<file path="src/rtl/l1d_package.sv">
// Shared L1D types: data-RAM request payload, request-source enum and the
// evict-buffer depth used by both the arbiter and the data RAM block.
package l1d_package;

    localparam int L1D_EVB_DEPTH = 4;

    typedef struct packed {
        logic       wr_en;
        logic [1:0] way;
        logic [5:0] index;
        logic [7:0] data;
    } pack_l1d_data_ram_req;

    typedef enum logic [1:0] {
        SRC_RF,
        SRC_EV,
        SRC_HIT
    } l1d_dram_src_e;

endpackage

</file>
<file path="src/rtl/l1d_data_ram_req_arb_if.sv">
// Request-side bundle of the data-RAM arbiter: three source handshakes,
// the evict-buffer release pulse and the registered data-RAM request.
interface l1d_data_ram_req_arb_if
    import l1d_package::*;
#(
    parameter int EVB_DEPTH = L1D_EVB_DEPTH
) ();

    logic                             rf_req_vld;
    logic                             rf_req_rdy;
    pack_l1d_data_ram_req             rf_req_pld;
    logic                             ev_req_vld;
    logic                             ev_req_rdy;
    pack_l1d_data_ram_req             ev_req_pld;
    logic                             hit_req_vld;
    logic                             hit_req_rdy;
    pack_l1d_data_ram_req             hit_req_pld;
    logic                             evb_release;
    logic                             data_ram_req_vld;
    logic                             data_ram_req_rdy;
    pack_l1d_data_ram_req             data_ram_req_pld;
    logic                             evict_req_id;
    logic [$clog2(EVB_DEPTH+1)-1:0]   evb_credit;

    modport master (
        input  rf_req_vld, rf_req_pld,
        input  ev_req_vld, ev_req_pld,
        input  hit_req_vld, hit_req_pld,
        input  evb_release, data_ram_req_rdy,
        output rf_req_rdy, ev_req_rdy, hit_req_rdy,
        output data_ram_req_vld, data_ram_req_pld, evict_req_id, evb_credit
    );

    modport slave (
        output rf_req_vld, rf_req_pld,
        output ev_req_vld, ev_req_pld,
        output hit_req_vld, hit_req_pld,
        output evb_release, data_ram_req_rdy,
        input  rf_req_rdy, ev_req_rdy, hit_req_rdy,
        input  data_ram_req_vld, data_ram_req_pld, evict_req_id, evb_credit
    );

endinterface

</file>
<file path="src/rtl/l1d_data_ram_req_arb_credit_cnt.sv">
// l1d_evb_credit_cnt: free evict-buffer entry counter, starts full,
// saturates at DEPTH and flags a release that would exceed it.
module l1d_evb_credit_cnt #(
    parameter int DEPTH = 4,
    localparam int CW   = $clog2(DEPTH+1)
) (
    input  logic          clk,
    input  logic          rst,
    input  logic          dec,
    input  logic          inc,
    output logic [CW-1:0] cnt
);

    // Simultaneous take and release cancel; a release with all entries free is dropped.
    always_ff @(posedge clk) begin
        if (rst) begin
            cnt <= CW'(DEPTH);
        end else if (dec && !inc) begin
            cnt <= cnt - CW'(1);
        end else if (inc && !dec && (cnt != CW'(DEPTH))) begin
            cnt <= cnt + CW'(1);
        end
    end

    evb_overflow_chk: assert property (@(posedge clk) disable iff (rst)
        !(inc && !dec && (cnt == CW'(DEPTH))))
        else $warning("evb_release received with every evict-buffer entry already free");

endmodule

</file>
<file path="src/rtl/l1d_data_ram_req_arb.sv">
// Fixed-priority (rf > ev > hit) arbiter feeding the data RAM through one output register.
// Define L1D_ARB_STARVE_GUARD_EN to let a long-starved hit request jump to the front.
module l1d_data_ram_req_arb
    import l1d_package::*;
#(
    parameter int EVB_DEPTH    = L1D_EVB_DEPTH,
    parameter int STARVE_LIMIT = 8
) (
    input  logic                  clk,
    input  logic                  rst,
    l1d_data_ram_req_arb_if.master bus
);

    localparam int CREDIT_W = $clog2(EVB_DEPTH+1);

    if ((STARVE_LIMIT < 1) || (EVB_DEPTH < 1)) begin : g_bad_params
        $error("l1d_data_ram_req_arb: STARVE_LIMIT and EVB_DEPTH must be at least 1");
    end

    logic                 load_en;
    logic                 ev_elig;
    logic                 force_hit;
    logic                 any_grant;
    l1d_dram_src_e        grant_src;
    pack_l1d_data_ram_req sel_pld;
    pack_l1d_data_ram_req out_pld;
    logic                 out_vld;
    logic                 out_evict;
    logic [CREDIT_W-1:0]  evb_credit;

    assign load_en = !out_vld || bus.data_ram_req_rdy;
    assign ev_elig = bus.ev_req_vld && (evb_credit != '0);

    // One winner per loadable cycle; nothing is granted while reset is held.
    always_comb begin
        any_grant = 1'b0;
        grant_src = SRC_RF;
        if (!rst && load_en) begin
            if (force_hit && bus.hit_req_vld) begin
                any_grant = 1'b1;
                grant_src = SRC_HIT;
            end else if (bus.rf_req_vld) begin
                any_grant = 1'b1;
                grant_src = SRC_RF;
            end else if (ev_elig) begin
                any_grant = 1'b1;
                grant_src = SRC_EV;
            end else if (bus.hit_req_vld) begin
                any_grant = 1'b1;
                grant_src = SRC_HIT;
            end
        end
    end

    always_comb begin
        case (grant_src)
            SRC_EV:  sel_pld = bus.ev_req_pld;
            SRC_HIT: sel_pld = bus.hit_req_pld;
            default: sel_pld = bus.rf_req_pld;
        endcase
    end

    assign bus.rf_req_rdy  = any_grant && (grant_src == SRC_RF);
    assign bus.ev_req_rdy  = any_grant && (grant_src == SRC_EV);
    assign bus.hit_req_rdy = any_grant && (grant_src == SRC_HIT);

    // Payload only changes on an actual grant so a drained slot keeps its last value.
    always_ff @(posedge clk) begin
        if (rst) begin
            out_vld   <= 1'b0;
            out_pld   <= '0;
            out_evict <= 1'b0;
        end else if (load_en) begin
            out_vld <= any_grant;
            if (any_grant) begin
                out_pld   <= sel_pld;
                out_evict <= (grant_src == SRC_EV);
            end
        end
    end

    assign bus.data_ram_req_vld = out_vld;
    assign bus.data_ram_req_pld = out_pld;
    assign bus.evict_req_id     = out_evict;
    assign bus.evb_credit       = evb_credit;

    l1d_evb_credit_cnt #(
        .DEPTH (EVB_DEPTH)
    ) u_credit (
        .clk (clk),
        .rst (rst),
        .dec (bus.ev_req_rdy),
        .inc (bus.evb_release),
        .cnt (evb_credit)
    );

`ifdef L1D_ARB_STARVE_GUARD_EN
    localparam int STARVE_W = $clog2(STARVE_LIMIT+1);

    logic [STARVE_W-1:0] starve_cnt;

    assign force_hit = (starve_cnt == STARVE_W'(STARVE_LIMIT));

    // Counts loadable cycles a waiting hit request lost; never passes the limit
    // because reaching it forces the very next grant to hit.
    always_ff @(posedge clk) begin
        if (rst) begin
            starve_cnt <= '0;
        end else if (!bus.hit_req_vld || bus.hit_req_rdy) begin
            starve_cnt <= '0;
        end else if (load_en) begin
            starve_cnt <= starve_cnt + STARVE_W'(1);
        end
    end
`else
    assign force_hit = 1'b0;
`endif

endmodule
</file>
<file path="src/flat_wrapper.sv">
// flat-port wrapper written by rule: the top's interface ports become plain ports
module l1d_data_ram_req_arb_flat import l1d_package::*;
#(
    parameter int EVB_DEPTH    = L1D_EVB_DEPTH,
    parameter int STARVE_LIMIT = 8
)
  (clk, rst, bus_rf_req_vld, bus_rf_req_pld, bus_ev_req_vld, bus_ev_req_pld, bus_hit_req_vld, bus_hit_req_pld, bus_evb_release, bus_data_ram_req_rdy, bus_rf_req_rdy, bus_ev_req_rdy, bus_hit_req_rdy, bus_data_ram_req_vld, bus_data_ram_req_pld, bus_evict_req_id, bus_evb_credit);
  l1d_data_ram_req_arb_if #(.EVB_DEPTH(EVB_DEPTH)) bus_i ();
  input  logic clk;
  input  logic rst;
  input wire logic [$bits(bus_i.rf_req_vld)-1:0] bus_rf_req_vld;
  input wire logic [$bits(bus_i.rf_req_pld)-1:0] bus_rf_req_pld;
  input wire logic [$bits(bus_i.ev_req_vld)-1:0] bus_ev_req_vld;
  input wire logic [$bits(bus_i.ev_req_pld)-1:0] bus_ev_req_pld;
  input wire logic [$bits(bus_i.hit_req_vld)-1:0] bus_hit_req_vld;
  input wire logic [$bits(bus_i.hit_req_pld)-1:0] bus_hit_req_pld;
  input wire logic [$bits(bus_i.evb_release)-1:0] bus_evb_release;
  input wire logic [$bits(bus_i.data_ram_req_rdy)-1:0] bus_data_ram_req_rdy;
  output wire logic [$bits(bus_i.rf_req_rdy)-1:0] bus_rf_req_rdy;
  output wire logic [$bits(bus_i.ev_req_rdy)-1:0] bus_ev_req_rdy;
  output wire logic [$bits(bus_i.hit_req_rdy)-1:0] bus_hit_req_rdy;
  output wire logic [$bits(bus_i.data_ram_req_vld)-1:0] bus_data_ram_req_vld;
  output wire logic [$bits(bus_i.data_ram_req_pld)-1:0] bus_data_ram_req_pld;
  output wire logic [$bits(bus_i.evict_req_id)-1:0] bus_evict_req_id;
  output wire logic [$bits(bus_i.evb_credit)-1:0] bus_evb_credit;
  assign bus_i.rf_req_vld = bus_rf_req_vld;
  assign bus_i.rf_req_pld = bus_rf_req_pld;
  assign bus_i.ev_req_vld = bus_ev_req_vld;
  assign bus_i.ev_req_pld = bus_ev_req_pld;
  assign bus_i.hit_req_vld = bus_hit_req_vld;
  assign bus_i.hit_req_pld = bus_hit_req_pld;
  assign bus_i.evb_release = bus_evb_release;
  assign bus_i.data_ram_req_rdy = bus_data_ram_req_rdy;
  assign bus_rf_req_rdy = bus_i.rf_req_rdy;
  assign bus_ev_req_rdy = bus_i.ev_req_rdy;
  assign bus_hit_req_rdy = bus_i.hit_req_rdy;
  assign bus_data_ram_req_vld = bus_i.data_ram_req_vld;
  assign bus_data_ram_req_pld = bus_i.data_ram_req_pld;
  assign bus_evict_req_id = bus_i.evict_req_id;
  assign bus_evb_credit = bus_i.evb_credit;
  l1d_data_ram_req_arb #(.EVB_DEPTH(EVB_DEPTH), .STARVE_LIMIT(STARVE_LIMIT)) u_core (.clk(clk), .rst(rst), .bus(bus_i));
endmodule
</file>
<file path="config.mk">
export PLATFORM = sky130hd
export DESIGN_NAME = l1d_data_ram_req_arb_flat
export DESIGN_NICKNAME = d
export VERILOG_FILES = /design/src/rtl/l1d_package.sv /design/src/rtl/l1d_data_ram_req_arb_if.sv /design/src/rtl/l1d_data_ram_req_arb_credit_cnt.sv /design/src/rtl/l1d_data_ram_req_arb.sv /design/src/flat_wrapper.sv
export SDC_FILE = /design/constraint.sdc
export NUM_CORES = 1
export LEC_CHECK = 0
export ABC_AREA = 1
export CORE_AREA = 2 2 74 58
export CTS_BUF_LIST = sky130_fd_sc_hd__clkbuf_2 sky130_fd_sc_hd__clkbuf_4 sky130_fd_sc_hd__clkbuf_8
export CTS_CLUSTER_SIZE = 8
export DETAILED_ROUTE_END_ITERATION = 8
export DIE_AREA = 0 0 76 60
export GPL_TIMING_DRIVEN = 0
export PLACE_DENSITY = 0.8
export SYNTH_ARGS = -nofsm -noshare
export SYNTH_HDL_FRONTEND = slang
export SYNTH_SLANG_ARGS = --single-unit
</file>
<file path="constraint.sdc">
create_clock -name clk -period 2.6 [get_ports clk]
set_input_delay 0.39 -clock clk [delete_from_list [all_inputs] [get_ports clk]]
set_output_delay 0.39 -clock clk [all_outputs]
set_load 0.005 [all_outputs]
</file>
==> summary.txt, run 1 <==
Status
  – Status: finished, final reports clean

Floorplan
  – Total die area: 0.00456 mm²
  – Starting Density: 37.5%
  – Core Region: 0.00388 mm²
  – # rows: 20
  – Die X-Extent: 76 µm
  – Die height: 60 µm
  – Io pins: 83

STA
  – Slew @ Worst Pin: 0.300 ns
  – Tcrit/Tclk final: 96.0%
  – Setup ws final: 0.105 ns
  – Hold Fails Final Rpt: 0
  – Setup violators final: 0
  – FMAX: 401 MHz
  – Final min period: 2.49 ns
  – Setup Total Neg Slack: 0 ns
  – Clk_skew: 0.00496 ns
  – RSZ-0062 raised after global routing: yes
  – Slew headroom: 80.0%
  – Slew Viols, Final: 0

CTS
  – CTS buffer count: 3
  – CTS Sinks: 22
  – Skew-Pair Late Insertion Delay: 0.26 ns
  – Htree depth: 1
  – CTS tree: built
  – Clock transition at path regs: 0.08 ns
  – Clock buffer depth: 2
  – Clock root buffer master: clkbuf_8

Drt
  – Drt wl/cell: 12.6 µm
  – Routed Antenna Nets: 0
  – DRT Pass-1 Iters: 3
  – Via count: 1,410
  – # DRC: 0
  – Drt initial violations: 76
  – Final WL: 3.86 mm
  – Avg Vias per Cell: 4.62

Yosys
  – Xor/xnor share of the synthesized area: 0%
  – Post-synthesis register bit count: 22
  – Mapped cell area: 0.00145 mm²
  – Adder-Cell Fraction of Synth Area: 3.96%
  – Part of the Yosys area used for sequential elements: 30.3%
  – Post-Syn Nets: 222
  – Synth Area in Compound Gates: 29.7%
  – Multiplexer share of the synthesized area: 11.7%
  – Syn avg cell area: 9.09 µm²
  – Post-synthesis simple-gate area fraction: 13.0%
  – Largest family of logic cells by synthesized area: compound AO/OA/AOI/OAI gates
  – Yosys cell types: 28
  – Synth warnings: 0
  – Syn Inst Count: 160

Cells and area
  – Diode count: 0
  – Leading cell types in the layout, fill and taps excluded: clkdlybuf4s50_1 (79), dfxtp_1 (22), a22o_1 (17), mux2i_1 (17), inv_1 (15)
  – Post-layout net count: 313
  – Most common cell after layout, fill and taps aside: clkdlybuf4s50_1
  – Share of post-route cells with drive strength above 1: 24.0%
  – P&R area growth vs syn: 69.9%

Global routing
  – Largest net degree at the start of global routing: 19
  – GR Util All Layers: 17.5%
  – Number of global-route vias before repair: 1,382
  – Initial antenna violation count: 0
  – First-pass GRT wire length: 6.40 mm
  – GR Overflow Total: 0

Placed design
  – DP HPWL: 3.02 mm
  – Gpl congestion: 0.786
  – Setup WS pre-CTS: -0.497 ns
  – Buffers added on ports: 82

Power and ir drop
  – Total power: 968 µW
  – PwrDens: 392 mW/mm²
  – VDD IR max: 241 µV
  – Leak pwr: 1.02 nW

Setup path
  – Worst EP arrival: 2.64 ns
  – Crit path max fanout: 10
  – Slowest-stage cell, CP: clkdlybuf4s50_1
  – Startpoint types: input port
  – Worst path max stage delay: 0.46 ns
  – Crit path required time: 2.74 ns
  – Crit. End Element: flop
  – Kind of critical path: input port to flop
  – Cell Chain, Critical Path: clkdlybuf4s50_1 -> inv_1 -> nand2_1 -> inv_2 -> nor2_4 -> inv_1 -> nor3_2 -> buf_4 -> ha_2 -> buf_6 -> nand4_4 -> fa_2 -> inv_1 -> nand3_1 -> nand3_1 -> nand3_1

Run
  – Max-Cap Viols: 0

Min path
  – Min-delay worst type: flop to flop
-- cells by family after synthesis --
family,Yosys count
fa+ha+maj,4
flops,22
compound gates,54
simple gates,33
mux,17
buf+inv,30
-- worst max-delay path: cells and delay by family --
family	cells	cell delay [ns]
adders and majority gates	2	0.55
buffers and inverters	7	1.00
and+or+nand+nor	7	0.71
-- synth_stat cells --
cell type  instances  area share, %
and3_1             1           0.43
buf_4              1           0.52
nor3_1             1           0.34
nand3_4            1            1.2
buf_12             1            1.4
nand2_1            8            2.1
buf_2              7            2.4
nor2_1             8            2.1
o21ai_2           13            7.8
a21oi_1            6            2.1
nand4_2            1           0.86
buf_6              1           0.77
o21ai_0            5            1.7
inv_2              3           0.77
a22o_1            17             10
nor2_4             1           0.77
mux2i_1           17             12
nand2_4            2            1.5
buf_8              1            1.0
inv_1             15            3.9
ha_1               3            2.6
dfxtp_1           22             30
a21oi_2           13            7.8
nor2_2             1           0.43
inv_6              1           0.60
nand3_1            7            2.4
fa_1               1            1.4
nand2_2            2           0.86
-- worst paths after layout --
| check | startpoint | end | slack [ns] | cells past startpoint |
|---|---|---|---|---|
| setup / recovery | bus_data_ram_req_rdy | u_core.u_credit.cnt[2] | 0.11 | 16 |
| hold / removal | u_core.bus.evict_req_id | u_core.bus.evict_req_id | 0.47 | 2 |
| setup reg to reg | u_core.u_credit.cnt[2] | u_core.u_credit.cnt[2] | 0.38 | 13 |
| hold reg to reg | u_core.bus.evict_req_id | u_core.bus.evict_req_id | 0.47 | 2 |
-- final cells by class --
type / instances / area [µm²]
fillers: 351 / 1410
multi-input cells: 108 / 867
repair buffers: 87 / 862
flip-flops and latches: 22 / 440
plain buffers: 10 / 100
inverters: 19 / 76.3
well taps: 55 / 68.8
clock buffers: 4 / 55.1
-- what timing repair did --
| item | CTS | global route |
|---|---|---|
| hold endpoints to repair | 0 | 0 |
| resized for setup | 6 | 6 |
| hold buffers | 0 | 0 |
| setup endpoints to repair | 5 | 5 |
| buffers inserted | 2 | 4 |
| pin swaps | 1 | 3 |
-- power breakdown --
part	total, mW	switching [mW]	internal, mW
registers	0.386	0.0194	0.366
logic	0.339	0.135	0.204
clock network	0.244	0.109	0.135
-- metal layers --
layer / vias up / track usage [%] / part of all wire (%)
met4: 0 / 3.90 / 0.70
met5: - / 0 / 0
met3: 2 / 6.04 / 7.9
met1: 622 / 22.0 / 45
met2: 51 / 29.7 / 46
li1: 735 / - / -
-- metrics by stage --
step	instances	hold WS, ns	util (%)	instance area [µm²]
CTS	302	0.467	62.5	2420
global placement	297	0.452	60.4	2340
finish	305	0.466	63.7	2470
floorplan	160	0.450	-	1450
global route	305	0.516	63.7	2470
detailed placement	297	0.454	60.4	2340
-- registers in the layout, indices dropped and copies added (netlist names) --
register	cells
u_core.bus.data_ram_req_vld	1
u_core.bus.data_ram_req_pld	17
u_core.bus.evict_req_id	1
u_core.u_credit.cnt	3
(Power assumes the default switching activity.)
==> run 2: changes to the inputs <==
Settings changed: SETUP_SLACK_MARGIN from default to 0.15.
==> summary.txt, run 2 (synthesis gave the netlist of run 1 again) <==
Floorplan
  – Total die area: 0.00456 mm²
  – Core Region: 0.00388 mm²
  – # rows: 20
  – Starting Density: 37.5%
  – Io pins: 83
  – Die height: 60 µm
  – Die X-Extent: 76 µm

Cells and area
  – Post-layout net count: 317
  – Final non-filler cell total: 309
  – Final non-filler cell area: 0.00252 mm²
  – Largest register FFs: 17
  – Leading cell types in the layout, fill and taps excluded: clkdlybuf4s50_1 (77), dfxtp_1 (22), a22o_1 (17), mux2i_1 (17)
  – Filler instances: 344
  – Share of post-route cells with drive strength above 1: 26.0%
  – Most common cell after layout, fill and taps aside: clkdlybuf4s50_1
  – Diode count: 0
  – P&R area growth vs syn: 73.5%

STA
  – Slew headroom: 80.0%
  – Tcrit/Tclk final: 89.3%
  – Slew Viols, Final: 0
  – Setup ws final: 0.278 ns
  – RSZ-0062 raised after global routing: yes
  – FMAX: 431 MHz
  – Clk_skew: 0.00451 ns
  – Hold Fails Final Rpt: 0
  – Slew @ Worst Pin: 0.300 ns
  – Final min period: 2.32 ns
  – Setup violators final: 0

CTS
  – Hold buffer count at cts: 0
  – CTS tree: built
  – Clock transition at path regs: 0.08 ns
  – Clock root buffer master: clkbuf_8
  – CTS Sinks: 22
  – Htree depth: 1
  – Skew-Pair Late Insertion Delay: 0.26 ns
  – CTS buffer count: 3
  – Clock buffer depth: 2

Setup path
  – Crit path required time: 2.74 ns
  – Buffers and inverters on the worst path: 6
  – Worst path max stage delay: 0.47 ns
  – Slowest-stage cell, CP: clkdlybuf4s50_1
  – Critical Path Start: bus_ev_req_vld
  – Worst R2R Start: u_core.u_credit.cnt[2]
  – Startpoint types: input port
  – Crit path max fanout: 3
  – Worst EP arrival: 2.46 ns
  – Crit. End Element: flop
  – Cell Chain, Critical Path: clkdlybuf4s50_1 -> nand2_2 -> nor3_2 -> buf_4 -> buf_6 -> ha_4 -> buf_6 -> buf_8 -> nand4_4 -> fa_2 -> inv_2 -> nand3_1 -> nand3_1 -> nand3_1
  – RR Endpoint: u_core.u_credit.cnt[2]
  – R2R depth: 15
  – Crit-path leading delay family: buffers and inverters
  – Worst R2R Setup Slack: 0.32 ns
  – Critical path's most frequent cell: nand3_1
  – Kind of critical path: input port to flop

Min path
  – Min-delay worst type: input port to flop
  – Min-delay src: rst
  – Hold path endpoint: u_core.bus.evict_req_id
  – Hold path cells: 2

Global routing
  – Initial antenna violation count: 0
  – First-pass GRT wire length: 6.64 mm
  – GR Overflow Total: 0
  – Number of global-route vias before repair: 1,416
  – Largest net degree at the start of global routing: 13
  – GR Util All Layers: 18.3%

Drt
  – DRT Pass-1 Iters: 4
  – Via count: 1,444
  – Avg Vias per Cell: 4.67
  – Final WL: 4.00 mm
  – Drt wl/cell: 12.9 µm
  – Drt initial violations: 76
  – Routed Antenna Nets: 0
  – # DRC: 0

Power and ir drop
  – Total power: 972 µW
  – VDD IR max: 239 µV
  – PwrDens: 386 mW/mm²
  – Leak pwr: 1.02 nW

Placed design
  – Placed instance area: 0.00234 mm²
  – Buffers added on ports: 82
  – Setup WS pre-CTS: -0.497 ns
  – Gpl congestion: 0.786
  – DP HPWL: 3.02 mm
  – Dpl cells: 297

Status
  – Status: finished, final reports clean

Run
  – Max-Cap Viols: 0
-- run 2: how the worst max path moves through the flow --
stage	to	slack (ns)	depth (start not counted)
finish	u_core.u_credit.cnt[2]	0.28	14
global placement	bus_hit_req_rdy	-0.49	14
floorplan	u_core.u_credit.cnt[2]	0.34	14
detailed placement	bus_hit_req_rdy	-0.50	14
CTS	bus_hit_req_rdy	0.08	11
global route	u_core.bus.data_ram_req_pld[15]	0.14	13
-- run 2: per-layer routing --
metal,part of all wire (%),global-route usage [%],wire (µm),up-vias
li1,-,-,-,740
met4,0.68,3.90,27,0
met3,7.5,6.04,298,2
met1,45,22.8,1810,653
met2,47,31.5,1860,49
met5,0,0,0,-
-- run 2: area by class of cell --
class	instances	area, µm²	area share [%]
flip-flops and latches	22	440	17.5
plain buffers	11	114	4.51
repair buffers	90	891	35.3
multi-input cells	108	877	34.8
inverters	19	76.3	3.03
well taps	55	68.8	2.73
clock buffers	4	55.1	2.18
-- run 2: worst register-to-register path: cells and delay by family, from the launching register on --
kind / cells / cell delay (ns)
adders and majority gates: 2 / 0.52
buffers and inverters: 6 / 0.59
DFF: 1 / 0.38
and+or+nand+nor: 7 / 0.67
-- run 2: what timing repair did --
item                                    CTS  global route
buffers inserted                          6             2
pin swaps                                 7             1
hold endpoints to repair                  0             0
gates resized for setup                  20             5
endpoints found under the setup margin   15            14
-- run 2: where the power goes --
part | leakage [nW] | internal [mW] | switching (mW)
sequential | 0.182 | 0.366 | 0.0194
clock | 0.0288 | 0.135 | 0.106
combinational | 0.812 | 0.207 | 0.138
-- run 2: through the flow --
stage                     hold WS (ns)  TNS (ns)  util, %
after floorplan                  0.450         0        -
after global placement           0.452     -3.89     60.4
after detailed placement         0.454     -4.05     60.4
after CTS                        0.467         0     64.4
after global routing             0.404         0     65.0
final                            0.415         0     65.0
